`src/rtl/comparador_serie_ctrl.sv`:
```
// Bit-serial unsigned magnitude comparator controller.
// Captures two N-bit operands on start and walks them from MSB to LSB through an
// external shared 1-bit equality comparator. It stops early on the first
// mismatching bit and reports eq/gt/lt with a one-cycle done pulse.
//
// Ports:
//   clk            system clock, rising edge
//   rst            synchronous, active-high reset
//   start          begin a comparison (accepted only in IDLE)
//   a, b           N-bit operands, captured on accepted start
//   cmp_i0, cmp_i1 current bit of captured a / b to the comparator (combinational)
//   cmp_eq         comparator result, ~(cmp_i0 ^ cmp_i1)
//   busy           comparison in progress (RUN or DONE)
//   done           one-cycle result-valid pulse
//   eq, gt, lt     one-hot result flags, held until the next accepted start
module comparador_serie_ctrl #(
    parameter int unsigned N = 8
) (
    input  logic         clk,
    input  logic         rst,
    input  logic         start,
    input  logic [N-1:0] a,
    input  logic [N-1:0] b,
    output logic         cmp_i0,
    output logic         cmp_i1,
    input  logic         cmp_eq,
    output logic         busy,
    output logic         done,
    output logic         eq,
    output logic         gt,
    output logic         lt
);

    localparam int unsigned IW = (N > 1) ? $clog2(N) : 1;

    typedef enum logic [1:0] {
        IDLE = 2'd0,
        RUN  = 2'd1,
        DONE = 2'd2
    } state_t;

    state_t          state, state_n;
    logic [N-1:0]    a_q, a_n;
    logic [N-1:0]    b_q, b_n;
    logic [IW-1:0]   idx_q, idx_n;
    logic            eq_n, gt_n, lt_n;
    logic            busy_n, done_n;

    // State and datapath registers
    always_ff @(posedge clk) begin
        if (rst) begin
            state <= IDLE;
            a_q   <= '0;
            b_q   <= '0;
            idx_q <= IW'(N - 1);
            eq    <= 1'b0;
            gt    <= 1'b0;
            lt    <= 1'b0;
            busy  <= 1'b0;
            done  <= 1'b0;
        end else begin
            state <= state_n;
            a_q   <= a_n;
            b_q   <= b_n;
            idx_q <= idx_n;
            eq    <= eq_n;
            gt    <= gt_n;
            lt    <= lt_n;
            busy  <= busy_n;
            done  <= done_n;
        end
    end

    // Next-state, datapath update and comparator drive
    always_comb begin
        state_n = state;
        a_n     = a_q;
        b_n     = b_q;
        idx_n   = idx_q;
        eq_n    = eq;
        gt_n    = gt;
        lt_n    = lt;
        cmp_i0  = 1'b0;
        cmp_i1  = 1'b0;

        case (state)
            IDLE: begin
                if (start) begin
                    a_n     = a;
                    b_n     = b;
                    idx_n   = IW'(N - 1);
                    eq_n    = 1'b0;
                    gt_n    = 1'b0;
                    lt_n    = 1'b0;
                    state_n = RUN;
                end
            end
            RUN: begin
                cmp_i0 = a_q[idx_q];
                cmp_i1 = b_q[idx_q];
                if (!cmp_eq) begin
                    // First differing bit from the MSB decides the magnitude
                    gt_n    = a_q[idx_q];
                    lt_n    = b_q[idx_q];
                    eq_n    = 1'b0;
                    state_n = DONE;
                end else if (idx_q != '0) begin
                    idx_n = idx_q - IW'(1);
                end else begin
                    eq_n    = 1'b1;
                    gt_n    = 1'b0;
                    lt_n    = 1'b0;
                    state_n = DONE;
                end
            end
            DONE: begin
                state_n = IDLE;
            end
            default: begin
                state_n = IDLE;
            end
        endcase

        // busy/done are registered copies of the upcoming state
        busy_n = (state_n != IDLE);
        done_n = (state_n == DONE);
    end

endmodule
```
`config.mk`:
```
export PLATFORM = sky130hd
export DESIGN_NAME = comparador_serie_ctrl
export DESIGN_NICKNAME = d
export VERILOG_FILES = /design/src/rtl/comparador_serie_ctrl.sv
export SDC_FILE = /design/constraint.sdc
export NUM_CORES = 1
export LEC_CHECK = 0
export ABC_AREA = 0
export CAP_MARGIN = 20
export CORE_ASPECT_RATIO = 0.7
export CORE_MARGIN = 8
export CORE_UTILIZATION = 48
export DETAILED_ROUTE_END_ITERATION = 10
export PLACE_DENSITY = 0.78
export SETUP_SLACK_MARGIN = 0.5
export SLEW_MARGIN = 20
export SYNTH_ARGS = -nofsm -noshare
export SYNTH_HDL_FRONTEND = slang
export SYNTH_SLANG_ARGS = --single-unit
```
`constraint.sdc`:
```
create_clock -name clk -period 2.1 [get_ports clk]
set_clock_uncertainty 0.2 [all_clocks]
set_input_delay 0.315 -clock clk [delete_from_list [all_inputs] [get_ports clk]]
set_output_delay 0.315 -clock clk [all_outputs]
set_load 0.02 [all_outputs]
```
Word-level counts from Yosys, hierarchy flattened. Cells that the tools add are included.

Bits in registers: 26. Input bits: 20. Output and inout port bits: 7. Logic and storage cells: 47.

Add/sub/neg operators: 1. $lt $le $gt $ge: 1. Equal/unequal tests: 6. Muxes and demuxes: 23. Reductions and logical operators: 7.

Operators by type and width (count): 1-bit 2-to-1 mux (10); 3-bit 2-to-1 mux (3); 1-bit binary-select mux with 3-bit select (2); 2-bit 2-to-1 mux (3); 2-bit != test, second input constant (3); 1-bit case mux with 2 select lines (3); 3-bit case mux with 2 select lines (1); 3-bit by 4-bit < comparator with 1-bit output, second input constant (1); 2-bit case mux with 2 select lines (1); 4-bit AND reduction (1); 2-bit nonzero test (2); 3-bit != test, second input constant (1); 3-bit AND reduction (1); 3-bit nonzero test (1); 3-bit by 1-bit subtractor with 3-bit output, second input constant (1); 2-bit by 1-bit equality test with 1-bit output, second input constant (1); 2-bit equality test, second input constant (1); 2-bit zero test (1); 2-bit AND reduction (1).

Logic depth before layout (Yosys ltp).
Word-level depth: 5. Depth in mapped cells: 7. Mapped depth without buffers: 6.

Worst setup path after synthesis. Ideal clock, no wire load.

Path type: register -> output. Start: reg idx_q[0]. End: out cmp_i0. Arrival time: 1156 ps. Data required time: 1585 ps. Setup slack: 429 ps. Stages on the path, launching flop included: 5. Path buffers: 1. Cell sequence: dfxtp_1 buf_6 nor2b_1 a211oi_1 nor4_2.

Cells in the longest elaborated chain, start to end: 3.

RTL lines: start, declared (RTL line 45) `logic [IW-1:0] idx_q, idx_n;`; start signal, assigned (RTL line 55) `idx_q <= IW'(N - 1);`; start signal, assigned (RTL line 65) `idx_q <= idx_n;`; 1-bit binary-select mux with 3-bit select (RTL line 99) `cmp_i0 = a_q[idx_q];`; 1-bit 2-to-1 mux (not written as such) (RTL line 99); 1-bit 2-to-1 mux (RTL line 86) `case (state)`; end, declared (RTL line 24) `output logic cmp_i0,`.

Every way passes these cells. The select of a mux whose other input is x is not followed.

Final worst setup path. Same ends and word-level chain as after synthesis.

==> impl_metrics.yaml <==
outcome:
  status: "completed"
route:
  drc: 0
  wirelength_um: 2970
  vias: 1063
  via_per_inst: 5.21
  ant_nets: 0
  wl_per_cell_um: 14.6
  dr.pass1.iters: 4
  drt_iter0_drc: 57
power_and_ir_drop:
  p_int_mw: 0.802
  p_switching_mw: 0.262
  power_mw: 1.06
  seqPwrFrac_pct: 50.5
  leakage_nw: 0.668
  switching_share_pct: 24.6
  peakVddDrop_mv: 0.375
  p_per_area_nw_per_um2: 635
  pwr-share-clk_pct: 32.9
  combPwrFrac_pct: 16.6
placement:
  gp_congestion: 0.921
  dp_hpwl_um: 2200
  dp_slack_ns: -0.0780
  port_buffers: 26
timing:
  post-route-period-util_pct: 98.6
  slew_viol_final: 0
  worst_slew_pin_slew_ns: 0.326
  hold_viol: 0
  final.min_clock_period_ns: 2.07
  holdWs_ns: 0.268
  max_slew_margin_pct: 78.2
  setup_violations: 0
  rsz0062_at_grt: "yes"
  setup_ws_ns: 0.0302
  fmax_ghz: 0.483
cells_and_area:
  final_core_utilization_pct: 76.6
  final_nets: 195
  diodes: 0
  drive_gt1_share_pct: 25.6
  syn_to_final_growth_pct: 48.9
  nFillCells: 152
yosys:
  ys_ff_latch: 26
  yosys-top-cells-count: "nand2_1, dfxtp_1, a21oi_1"
  yosysTopAreaCell: "dfxtp_1"
  synth_warnings: 0
  synthTopCellsByArea: "dfxtp_1, nand2_1, a21oi_1, a211oi_1, nor2b_1"
  syn-cell-area_um2: 1130
  synth_top_area_share_pct: 46.2
  yosysSeqAreaShare_pct: 46.2
  synth_top_flop_cell: "dfxtp_1"
  syn_inst: 131
  synth-edff-count: 0
  syn_avg_cell_area_um2: 8.60
  synth.most_common_cell: "nand2_1"
  synthArstFlopShare_pct: 0
  postSynthNetCount: 153
  synth.distinct_cells: 30
critical_path:
  cp-end-kind: "primary output"
  crit_type: "flop to primary output"
  startpoint_type: "flop"
  required_ns: 1.58
  cp_max_fo: 7
  critPathArrivalTime_ns: 1.55
hold_path:
  hold_class: "flop to flop"
flow_run:
  cap_violations: 0
global_routing:
  grt_max_degree: 18
  gr-usage-met1_pct: 17.8
  busiest_layer: "met2"
  use_met3_pct: 5.49
  overflow: 0
  grt_usage_pct: 14.2
  grt_pass1_vias: 1050
  antenna_found_initial: 0
  grt_pass1_wl_um: 4760
  globalRouteMet2Util_pct: 22.7
floorplanning:
  die_area_um2: 4180
  rows: 14
  pin_count: 27
  start_util_pct: 51.4
  die_w_um: 73.9
  fp.dieH_um: 56.5
  coreArea_um2: 2190
clock_tree:
  cts_sinks: 26
  numCtsBuffers: 3
  hold_buffers: 0
  htreeDepth: 1
  clock_path_buffers: 2
  cts_tree: "built"
  cts_root_buf: "clkbuf_4"
  cts.clk_slew.worst_paths_ns: 0.14
  clk_latency_ns: 0.33
## sequential cells by signal, indices dropped and copies added, names as in the netlist
signal,count
done,1
a_q,8
lt,1
state,2
busy,1
b_q,8
eq,1
gt,1
idx_q,3
## through the flow
step                setup TNS, ns  cell area (µm²)  instances
floorplan                       0             1140        131
global placement          -0.0203             1520        198
detailed placement         -0.141             1520        198
finish                          0             1680        204
CTS                             0             1640        203
global route              -0.0928             1680        204
## worst paths after layout
| path | start | endpoint | slack (ns) | depth (start not counted) |
|---|---|---|---|---|
| worst min-delay path | a_q[7] | a_q[7] | 0.27 | 2 |
| worst max register to register | idx_q[1] | gt | 0.44 | 6 |
| worst max-delay path | idx_q[0] | cmp_i0 | 0.03 | 4 |
| worst min register to register | a_q[7] | a_q[7] | 0.27 | 2 |
## power by group through the flow
| stage | logic, mW | registers (mW) | clock network (mW) |
|---|---|---|---|
| floorplan | 0.0846 | 0.544 | 0 |
| global placement | 0.159 | 0.546 | 0 |
| detailed placement | 0.163 | 0.546 | 0 |
| CTS | 0.169 | 0.535 | 0.346 |
| global route | 0.194 | 0.540 | 0.377 |
| finish | 0.177 | 0.537 | 0.350 |
## critical path: stages, from the launching register on
cell     delay (ns)
dfxtp_4        0.41
mux2_2         0.27
o22ai_4        0.08
nor4_4         0.28
buf_4          0.19
## layout make-up
type                            count  area [µm²]  share of cell area (%)
Tap cell                           32        40.0                    2.39
Multi-Input combinational cell     97         661                    39.4
Clock buffer                        3        22.5                    1.34
Inverter                            2        12.5                   0.746
Clock inverter                      1        30.0                    1.79
Sequential cell                    26         527                    31.4
Timing Repair Buffer               43         384                    22.9
## cells by family after synthesis
group	share of synthesized area, %
AO/OA/AOI/OAI	18.6
buffers and inverters	3.67
multiplexers	4.22
XOR/XNOR	1.56
AND/OR/NAND/NOR	23.6
flip-flops	46.2
adder cells (fa/ha/maj)	2.22
## per-layer routing
metal	wire, µm	share of wire, %
met5	0	0
met4	13	0.44
met3	239	8.0
met2	1330	45
met1	1390	47
## layout by cell type, fill, tap and decap left out, drive strengths merged, types with 2 or more instances in the layout
master and instances:
nand2 37, clkbuf 3, nand2b 4, a22o 2, buf 19, dlygate4sd2 5
a21oi 17, inv 2, nor2 6, a211oi 5, nor2b 5, nor4 2
ha 2, mux2 3, clkdlybuf4s50 19, dfxtp 26
## timing repair
action | in CTS | in global routing
setup endpoints to repair | 14 | 21
setup buffers | 1 | 1
pin swaps | 2 | 4
gates resized for setup | 28 | 9
Power figures use the tool's default switching activity.
